File: config.mk
export PLATFORM = sky130hd
export DESIGN_NAME = fetch_flat
export DESIGN_NICKNAME = d
export VERILOG_FILES = /design/src/rtl/fetch_pkg.sv /design/src/rtl/fetch_if.sv /design/src/rtl/fetch_register_FD.sv /design/src/rtl/fetch.sv /design/src/flat_wrapper.sv
export SDC_FILE = /design/constraint.sdc
export NUM_CORES = 1
export LEC_CHECK = 0
export CAP_MARGIN = 10
export CORE_ASPECT_RATIO = 1.5
export CORE_MARGIN = 3
export CORE_UTILIZATION = 52
export CTS_CLUSTER_SIZE = 25
export DETAILED_ROUTE_END_ITERATION = 10
export PLACE_DENSITY = 0.8
export SLEW_MARGIN = 5
export SYNTH_ARGS = -nofsm -noshare
export SYNTH_HDL_FRONTEND = slang
export SYNTH_SLANG_ARGS = --single-unit
export TNS_END_PERCENT = 30
File: constraint.sdc
create_clock -name clk -period 7.5 [get_ports clk]
set_clock_uncertainty 0.1 [all_clocks]
set_input_delay 0.75 -clock clk [delete_from_list [all_inputs] [get_ports clk]]
set_output_delay 0.75 -clock clk [all_outputs]
set_load 0.1 [all_outputs]
File: src/rtl/fetch_pkg.sv
// Shared types and constants for the instruction fetch stage.
package fetch_pkg;

    // Fetch controller states: issuing a request, or parked on a skid-buffered word.
    typedef enum logic {
        S_FETCH = 1'b0,
        S_HOLD  = 1'b1
    } fetch_state_e;

    // Which redirect source wins this cycle.
    typedef enum logic [1:0] {
        RD_NONE   = 2'd0,
        RD_BRANCH = 2'd1,
        RD_WB     = 2'd2
    } redir_sel_e;

    // Instruction word used as a pipeline bubble.
    localparam logic [23:0] NOP = 24'h000000;

    // A write to $pc from Writeback is older in program order than a branch
    // in Execute, so it takes priority.
    function automatic redir_sel_e redir_select(input logic pcsrc_w, input logic branch_e);
        if (pcsrc_w) begin
            return RD_WB;
        end
        if (branch_e) begin
            return RD_BRANCH;
        end
        return RD_NONE;
    endfunction

endpackage

File: src/rtl/fetch_if.sv
// Instruction memory request/ready bus between fetch (master) and imem (slave).
interface fetch_if #(
    parameter int unsigned N = 24
);
    logic         imem_req;
    logic [N-1:0] imem_addr;
    logic [N-1:0] imem_rdata;
    logic         imem_ready;

    modport master (
        output imem_req,
        output imem_addr,
        input  imem_rdata,
        input  imem_ready
    );

    modport slave (
        input  imem_req,
        input  imem_addr,
        output imem_rdata,
        output imem_ready
    );

endinterface

File: src/rtl/fetch_register_FD.sv
// F/D pipeline register: flush beats stall, stall beats load.
module register_FD #(
    parameter int unsigned  N   = 24,
    parameter logic [N-1:0] NOP = N'(fetch_pkg::NOP)
) (
    input  logic         clk,
    input  logic         rst,
    input  logic         en,
    input  logic         clr,
    input  logic [N-1:0] InstrF_i,
    input  logic [N-1:0] PCF_i,
    input  logic [N-1:0] PCPlus8F_i,
    input  logic         ValidF_i,
    output logic [N-1:0] InstrD_o,
    output logic [N-1:0] PCD_o,
    output logic [N-1:0] PCPlus8D_o,
    output logic         ValidD_o
);
    import fetch_pkg::*;

    // Pipeline register with asynchronous reset to a bubble.
    always_ff @(posedge clk or posedge rst) begin
        if (rst) begin
            InstrD_o   <= NOP;
            PCD_o      <= '0;
            PCPlus8D_o <= '0;
            ValidD_o   <= 1'b0;
        end else if (clr) begin
            InstrD_o   <= NOP;
            PCD_o      <= '0;
            PCPlus8D_o <= '0;
            ValidD_o   <= 1'b0;
        end else if (en) begin
            InstrD_o   <= InstrF_i;
            PCD_o      <= PCF_i;
            PCPlus8D_o <= PCPlus8F_i;
            ValidD_o   <= ValidF_i;
        end
    end

endmodule

File: src/rtl/fetch.sv
// Instruction fetch stage: PC, imem handshake, skid buffer, redirects, F/D register.
module fetch #(
    parameter int unsigned  N        = 24,
    parameter int unsigned  PC_STEP  = 4,
    parameter logic [N-1:0] RESET_PC = '0,
    parameter logic [N-1:0] NOP      = N'(fetch_pkg::NOP)
) (
    input  logic         clk,
    input  logic         rst,
    input  logic         StallF,
    input  logic         StallD,
    input  logic         FlushD,
    input  logic         BranchTakenE,
    input  logic [N-1:0] ALUResultE,
    input  logic         PCSrcW,
    input  logic [N-1:0] ResultW,
    fetch_if.master      imem,
    output logic [N-1:0] InstrD,
    output logic [N-1:0] PCD,
    output logic [N-1:0] PCPlus8D,
    output logic         ValidD,
    output logic         FetchBusy
);
    import fetch_pkg::*;

    localparam logic [N-1:0] STEP  = N'(PC_STEP);
    localparam logic [N-1:0] STEP2 = N'(2 * PC_STEP);

    fetch_state_e state_q, state_d;
    logic [N-1:0] pc_q, pc_d;
    logic [N-1:0] buf_instr_q, buf_instr_d;
    logic [N-1:0] buf_pc_q, buf_pc_d;
    logic         pend_q, pend_d;
    logic [N-1:0] pend_tgt_q, pend_tgt_d;

    redir_sel_e   redir_sel;
    logic         redir;
    logic [N-1:0] redir_tgt;

    logic [N-1:0] fd_instr;
    logic [N-1:0] fd_pc;
    logic [N-1:0] fd_pc8;
    logic         fd_valid;

    // Redirect source selection and target mux.
    always_comb begin
        redir_sel = redir_select(PCSrcW, BranchTakenE);
        redir_tgt = '0;
        unique case (redir_sel)
            RD_WB:     redir_tgt = ResultW;
            RD_BRANCH: redir_tgt = ALUResultE;
            default:   redir_tgt = '0;
        endcase
        redir = (redir_sel != RD_NONE);
    end

    // Request outputs; reset kills the request combinationally.
    always_comb begin
        imem.imem_req  = (state_q == S_FETCH) && !rst;
        imem.imem_addr = pc_q;
        FetchBusy      = imem.imem_req && !imem.imem_ready;
    end

    // Next-state, PC, skid buffer, pending redirect and F/D input selection.
    always_comb begin
        state_d     = state_q;
        pc_d        = pc_q;
        buf_instr_d = buf_instr_q;
        buf_pc_d    = buf_pc_q;
        pend_d      = pend_q;
        pend_tgt_d  = pend_tgt_q;
        fd_instr    = NOP;
        fd_pc       = '0;
        fd_valid    = 1'b0;

        unique case (state_q)
            S_FETCH: begin
                if (!imem.imem_ready) begin
                    // Request must complete first; remember the newest redirect.
                    if (redir) begin
                        pend_d     = 1'b1;
                        pend_tgt_d = redir_tgt;
                    end
                end else if (redir) begin
                    pc_d   = redir_tgt;
                    pend_d = 1'b0;
                end else if (pend_q) begin
                    pc_d   = pend_tgt_q;
                    pend_d = 1'b0;
                end else if (StallF) begin
                    buf_instr_d = imem.imem_rdata;
                    buf_pc_d    = pc_q;
                    state_d     = S_HOLD;
                end else begin
                    fd_instr = imem.imem_rdata;
                    fd_pc    = pc_q;
                    fd_valid = 1'b1;
                    pc_d     = pc_q + STEP;
                end
            end
            S_HOLD: begin
                if (redir) begin
                    pc_d    = redir_tgt;
                    state_d = S_FETCH;
                end else if (!StallF) begin
                    fd_instr = buf_instr_q;
                    fd_pc    = buf_pc_q;
                    fd_valid = 1'b1;
                    pc_d     = buf_pc_q + STEP;
                    state_d  = S_FETCH;
                end
            end
            default: state_d = S_FETCH;
        endcase

        fd_pc8 = fd_valid ? (fd_pc + STEP2) : '0;
    end

    // Fetch state registers with asynchronous reset.
    always_ff @(posedge clk or posedge rst) begin
        if (rst) begin
            state_q     <= S_FETCH;
            pc_q        <= RESET_PC;
            buf_instr_q <= '0;
            buf_pc_q    <= '0;
            pend_q      <= 1'b0;
            pend_tgt_q  <= '0;
        end else begin
            state_q     <= state_d;
            pc_q        <= pc_d;
            buf_instr_q <= buf_instr_d;
            buf_pc_q    <= buf_pc_d;
            pend_q      <= pend_d;
            pend_tgt_q  <= pend_tgt_d;
        end
    end

    register_FD #(
        .N   (N),
        .NOP (NOP)
    ) u_register_FD (
        .clk        (clk),
        .rst        (rst),
        .en         (!StallD),
        .clr        (FlushD),
        .InstrF_i   (fd_instr),
        .PCF_i      (fd_pc),
        .PCPlus8F_i (fd_pc8),
        .ValidF_i   (fd_valid),
        .InstrD_o   (InstrD),
        .PCD_o      (PCD),
        .PCPlus8D_o (PCPlus8D),
        .ValidD_o   (ValidD)
    );

endmodule

File: src/flat_wrapper.sv
// flat-port wrapper written by rule: the top's interface ports become plain ports
module fetch_flat import fetch_pkg::*;
#(
    parameter int unsigned  N        = 24,
    parameter int unsigned  PC_STEP  = 4,
    parameter logic [N-1:0] RESET_PC = '0,
    parameter logic [N-1:0] NOP      = N'(fetch_pkg::NOP)
)
  (clk, rst, StallF, StallD, FlushD, BranchTakenE, ALUResultE, PCSrcW, ResultW, InstrD, PCD, PCPlus8D, ValidD, FetchBusy, imem_imem_req, imem_imem_addr, imem_imem_rdata, imem_imem_ready);
  fetch_if #(.N(N)) imem_i ();
  input  logic clk;
  input  logic rst;
  input  logic StallF;
  input  logic StallD;
  input  logic FlushD;
  input  logic BranchTakenE;
  input  logic [N-1:0] ALUResultE;
  input  logic PCSrcW;
  input  logic [N-1:0] ResultW;
  output logic [N-1:0] InstrD;
  output logic [N-1:0] PCD;
  output logic [N-1:0] PCPlus8D;
  output logic ValidD;
  output logic FetchBusy;
  output wire logic [$bits(imem_i.imem_req)-1:0] imem_imem_req;
  output wire logic [$bits(imem_i.imem_addr)-1:0] imem_imem_addr;
  input wire logic [$bits(imem_i.imem_rdata)-1:0] imem_imem_rdata;
  input wire logic [$bits(imem_i.imem_ready)-1:0] imem_imem_ready;
  assign imem_imem_req = imem_i.imem_req;
  assign imem_imem_addr = imem_i.imem_addr;
  assign imem_i.imem_rdata = imem_imem_rdata;
  assign imem_i.imem_ready = imem_imem_ready;
  fetch #(.N(N), .PC_STEP(PC_STEP), .RESET_PC(RESET_PC), .NOP(NOP)) u_core (.clk(clk), .rst(rst), .StallF(StallF), .StallD(StallD), .FlushD(FlushD), .BranchTakenE(BranchTakenE), .ALUResultE(ALUResultE), .PCSrcW(PCSrcW), .ResultW(ResultW), .imem(imem_i), .InstrD(InstrD), .PCD(PCD), .PCPlus8D(PCPlus8D), .ValidD(ValidD), .FetchBusy(FetchBusy));
endmodule
==> run metrics, run 1 <==
Die Span Y=167 um; Max clock buf depth=2; P&R area growth vs syn=28.0%; worst rel slew slack=26.2%; CTS tree=yes; CP endpoint kind=flip-flop; Total Routing Usage GR=26.9%; Inst Count DP=1301; CTS Buf Count=17; final setup fails=0; post-placement cell area=0.0109 mm^2; Vias=8137; total grt overflow=0; leak pwr=4.64 nW; Post-synth top flop=dfrtp_1; area share of the largest cell type after synthesis=47.8%; PortBufs=178; unrepaired setup endpoints after global routing=false; syn nets=1052; number of global-route vias before repair=7874; drc violations=0; fmax=0.237 GHz; fraction of layout cells with a size suffix above 1=10.5%; CTS Sinks=171; Tcrit/Tclk final=56.3%; initial DRC count=833; average size of a mapped cell=9.24 um^2; status=completed; initial antenna violation count=0; Setup WS post-layout=3280 ps; Final HPWL DP=18.1 mm; cts hold-fix bufs=0; Critical R2R Launch=u_core.state_q; Yosys warning count=0; final WL=25.8 mm; Hold Crit Start=u_core.u_register_FD.PCD_o[0]; sequential fraction of the synthesis area=47.8%; WHS=377 ps; pre-CTS setup slack=2920 ps; Die Wd=113 um; Final Non-Filler Cells=1333; average wire per standard cell=19.4 um; Compound-Gate Fraction of Synth Area=20.0%; latest clock arrival within the worst-skew pair=430 ps; leading area contributor after synthesis=dfrtp_1; post-layout util=68.1%; crit path launch=BranchTakenE; element type at the critical path start=primary input; routability cong.=0.877; postcts setup bufs=0; ANT nets after route=0; min Tclk post-route=4220 ps; worst path arrival time=4490 ps; Post-synth EDFFs=0; first-pass GRT wire length=41.0 mm; CTS resizes=0; largest net degree at the start of global routing=100; Yosys reg bits=171; DR vias/cell=6.10; Die Area=0.0189 mm^2; count leader, synth=dfrtp_1; Distinct cells, synth=57; Fin Setup TNS=0 ps; Initial Util=53.2%; clk slew on worst S/H paths=70 ps; Min-Delay Path Class=reg2reg; Cell Rows=58; H-tree depth=4; Power Dens Cells=237 mW/mm^2; final slew viol count=0; CP required=7770 ps; Simple-Gate Fraction of Synth Area=16.2%; I/O pins=179; post-synthesis xor/xnor area fraction=4.50%; design area=0.0115 mm^2; worst slew pin tran=1100 ps; kind of critical path=in2reg; CTS Root Cell=clkbuf_16; First-pass DRT Iterations=8; Max FO, Critical Path=20; antenna cells=0; asr flop ratio synth=100%; max_cap viols=0; Post-synth top cells=dfrtp_1, nand2_1, a21oi_1; Mapped Area=0.00895 mm^2; largest family of logic cells by synthesized area=compound AO/OA/AOI/OAI gates; nets=1193; Max VDD drop=156 uV; Mapped Cells=969; final hold vios=0; main area contributors after synthesis=dfrtp_1, mux2_2, a21oi_1, nand2_1, o21ai_0; Pwr Total=2.72 mW; CORE AREA=0.0168 mm^2; mux contribution to synthesized area=7.53%; Synth Area in Adders=0.419%
## routing by layer
layer / GRT usage, % / routed length [um]
met1: 33.3 / 10200
met2: 47.2 / 13400
met3: 4.40 / 1610
met4: 9.52 / 640
met5: 0 / 0
## logic make-up (layout without fill, tap and decap cells)
kind of cell | count (synthesis) | after routing
and+or+nand+nor | 318 | 318
muxes | 61 | 61
DFF | 171 | 171
xor gates and xnor gates | 46 | 46
AOI/OAI and AO/OA | 288 | 288
buffers and inverters | 82 | 236
adders and majority gates | 3 | 3
## cell usage in the layout, fill, tap and decap left out, types with 17 or more instances in the layout
cell and count:
clkdlybuf4s50_1 178, dfrtp_1 170, nand2_1 125, a21oi_1 99
nor2_1 84, o21ai_0 65, mux2_2 51, nand3_1 35
a22oi_1 29, xnor2_1 24, xor2_1 22, buf_4 18
clkbuf_16 17
## worst paths after layout
path	to	slack, ps	depth (start not counted)
max	u_core.u_register_FD.PCPlus8D_o[21]	3280	7
max in group asynchronous	u_core.state_q	4930	3
min	u_core.u_register_FD.PCD_o[0]	380	1
min reg2reg	u_core.u_register_FD.PCD_o[0]	380	1
min in group asynchronous	u_core.u_register_FD.InstrD_o[14]	860	2
max reg2reg	u_core.u_register_FD.PCPlus8D_o[21]	3740	10
## final cells by class
cell class / count / area [um^2]
timing repair buffer: 196 / 1920
sequential: 171 / 4280
fill: 1391 / 5380
tap: 210 / 263
multi-input combinational: 716 / 4390
clock inverter: 15 / 153
inverter: 8 / 35.0
clock buffer: 17 / 425
## where the power goes
group          total [mW]  switching (mW)  internal (mW)  leakage, nW
sequential           1.21           0.167           1.05         2.19
combinational       0.640           0.402          0.238         2.17
clock               0.865           0.422          0.443        0.274
total                2.72           0.990           1.73         4.64
## critical path, stage by stage
cell             delay, ps
clkdlybuf4s50_1        830
nor3_1                1070
nand4_1                370
a221oi_2               730
nand3_1                190
or4_1                  440
nand3_1                100
## registers in the layout, indices dropped and copies added, names as in the netlist
name	cells
u_core.u_register_FD.InstrD_o	24
u_core.u_register_FD.PCD_o	24
u_core.imem.imem_addr	24
u_core.u_register_FD.PCPlus8D_o	24
u_core.u_register_FD.ValidD_o	1
u_core.buf_instr_q	24
u_core.buf_pc_q	24
u_core.pend_q	1
u_core.pend_tgt_q	24
u_core.state_q	1
Note: power is estimated with default switching activity, not from simulation.
==> run 2, diff against run 1 <==
==> constraint.sdc (replaced) <==
create_clock -name clk -period 4.02 [get_ports clk]
set_clock_uncertainty 0.1 [all_clocks]
set_input_delay 0.402 -clock clk [delete_from_list [all_inputs] [get_ports clk]]
set_output_delay 0.402 -clock clk [all_outputs]
set_load 0.1 [all_outputs]
==> run 2 against run 1 <==
Via count fell by 0.80%. Routed wire length is 1.9% higher. Total power grew 89%. Utilization increased by 0.88 points. Hold slack about the same. Non-clock buffer count grew 13. Register-to-register slack got worse by 2900 ps. Combinational power increased by 89%. Global-route usage increased by 1.4 points. Clock power increased by 92%.
==> run metrics, run 2 (synthesized netlist as in run 1, its figures left out) <==
antenna cells=0 (unchanged); PortBufs=178 (unchanged); CP required=3520 ps (was 7770 ps); CTS resizes=0 (unchanged); unrepaired setup endpoints after global routing=false (unchanged); Die Span Y=167 um (unchanged); Power Dens Cells=443 mW/mm^2 (was 237 mW/mm^2); Max FO, Critical Path=31 (was 20); CTS Sinks=171 (unchanged); worst rel slew slack=29.6% (was 26.2%); average wire per standard cell=19.5 um (was 19.4 um); drc violations=0 (unchanged); Total Routing Usage GR=28.3% (was 26.9%); worst path arrival time=2710 ps (was 4490 ps); Min-Delay Path Class=reg2reg (unchanged); R2R setup slack=830 ps (was 3740 ps); Fin Setup TNS=0 ps (unchanged); fmax=0.312 GHz; First-pass DRT Iterations=5 (was 8); total grt overflow=0 (unchanged); Cell Rows=58 (unchanged); final WL=26.3 mm (was 25.8 mm); Initial Util=53.2% (unchanged); max_cap viols=0 (unchanged); H-tree depth=4 (unchanged); CTS Buf Count=17 (unchanged); hold path endpoint=u_core.u_register_FD.PCPlus8D_o[1] (was u_core.u_register_FD.PCD_o[0]); latest clock arrival within the worst-skew pair=430 ps (about the same); ANT nets after route=0 (unchanged); Max VDD drop=273 uV (was 156 uV); Tcrit/Tclk final=79.8%; initial antenna violation count=0 (unchanged); Setup WS post-layout=813 ps (was 3280 ps); status=completed (unchanged); I/O pins=179 (unchanged); Worst Reg2Reg Path Length in Cells=7 (was 10); postcts setup bufs=0 (unchanged); Die Wd=113 um (unchanged); worst r2r dst=u_core.u_register_FD.PCPlus8D_o[21] (unchanged); Hold Crit Start=u_core.u_register_FD.PCPlus8D_o[1] (was u_core.u_register_FD.PCD_o[0]); number of global-route vias before repair=8208 (was 7874); initial DRC count=800 (was 833); worst slew pin tran=1050 ps (was 1100 ps); clk slew on worst S/H paths=70 ps (about the same); CTS Root Cell=clkbuf_16 (unchanged); CORE AREA=0.0168 mm^2 (unchanged); final slew viol count=0 (unchanged); routability cong.=0.888 (was 0.877); commonest non-fill, non-tap cell in the layout=clkdlybuf4s50_1 (unchanged); CP endpoint kind=output port (was flip-flop); Max clock buf depth=2 (unchanged); WHS=378 ps (was 377 ps); final setup fails=0 (unchanged); Vias=8072 (was 8137); P&R area growth vs syn=29.7% (was 28.0%); Die Area=0.0189 mm^2 (unchanged); fraction of layout cells with a size suffix above 1=11.6% (was 10.5%); largest net degree at the start of global routing=65 (was 100); cts hold-fix bufs=0 (unchanged); DR vias/cell=6.00 (was 6.10); element type at the critical path start=flip-flop (was primary input); kind of critical path=reg2out (was in2reg); final hold vios=0 (unchanged); Worst Hold Depth=1 (unchanged); Final HPWL DP=19.3 mm (was 18.1 mm); Critical R2R Launch=u_core.state_q (unchanged); nets=1206 (was 1193); commonest cells after routing, fill and taps aside=clkdlybuf4s50_1, dfrtp_1, nand2_1 (unchanged); pre-CTS setup slack=554 ps (was 2920 ps); min Tclk post-route=3210 ps; CTS tree=yes (unchanged); first-pass GRT wire length=43.1 mm (was 41.0 mm); leak pwr=4.73 nW (was 4.64 nW)
-- run 2: cell count changes in the layout (fill, tap and decap cells not counted), sizes merged --
cell / delta
buf: +14
inv: -2
bufinv: +1
clkbuf: +1
clkdlybuf4s50: -1
-- run 2: stage by stage --
step / cells / instance area (um^2) / total power, mW / utilization, %
3_3_place_gp: 1314 / 11000 / 3.46 / 65.4
3_5_place_dp: 1314 / 11000 / 3.49 / 65.4
2_1_floorplan: 969 / 8960 / 3.07 / -
5_1_grt: 1346 / 11600 / 5.36 / 69.0
6_report: 1346 / 11600 / 5.14 / 69.0
4_1_cts: 1346 / 11600 / 5.15 / 69.0
-- run 2: report_power, final --
part           switching (mW)  internal (mW)
Combinational           0.755          0.454
Sequential              0.318           1.95
Clock                   0.761          0.899
Total                    1.83           3.30
-- run 2: metal layers --
metal	routed length (um)	share of wire, %	global-route usage (%)
met1	10400	40	34.7
met2	13500	51	49.5
met3	1530	5.8	3.78
met4	839	3.2	12.4
met5	0	0	0
-- run 2: layout make-up --
| class | instances | area, um^2 |
|---|---|---|
| Fill cell | 1324 | 5230 |
| Multi-Input combinational cell | 716 | 4390 |
| Sequential cell | 171 | 4280 |
| Timing Repair Buffer | 209 | 2050 |
| Clock buffer | 18 | 439 |
| Tap cell | 210 | 263 |
| Clock inverter | 14 | 155 |
| Inverter | 8 | 33.8 |
-- run 2: how the worst max path moves through the flow --
stage / startpoint / end / slack [ps] / depth (start not counted)
floorplan: u_core.state_q / FetchBusy / 430 / 4
global placement: PCSrcW / u_core.u_register_FD.PCPlus8D_o[21] / 620 / 12
detailed placement: PCSrcW / u_core.u_register_FD.PCPlus8D_o[21] / 550 / 12
CTS: u_core.state_q / imem_imem_req / 830 / 3
global route: u_core.state_q / u_core.u_register_FD.PCPlus8D_o[21] / 580 / 7
finish: u_core.state_q / imem_imem_req / 810 / 3
-- run 2: critical path, cell delays in order (launching register included) --
cell	delay (ps)
dfrtp_2	730
buf_4	460
nor2_1	90
clkdlybuf4s50_1	970
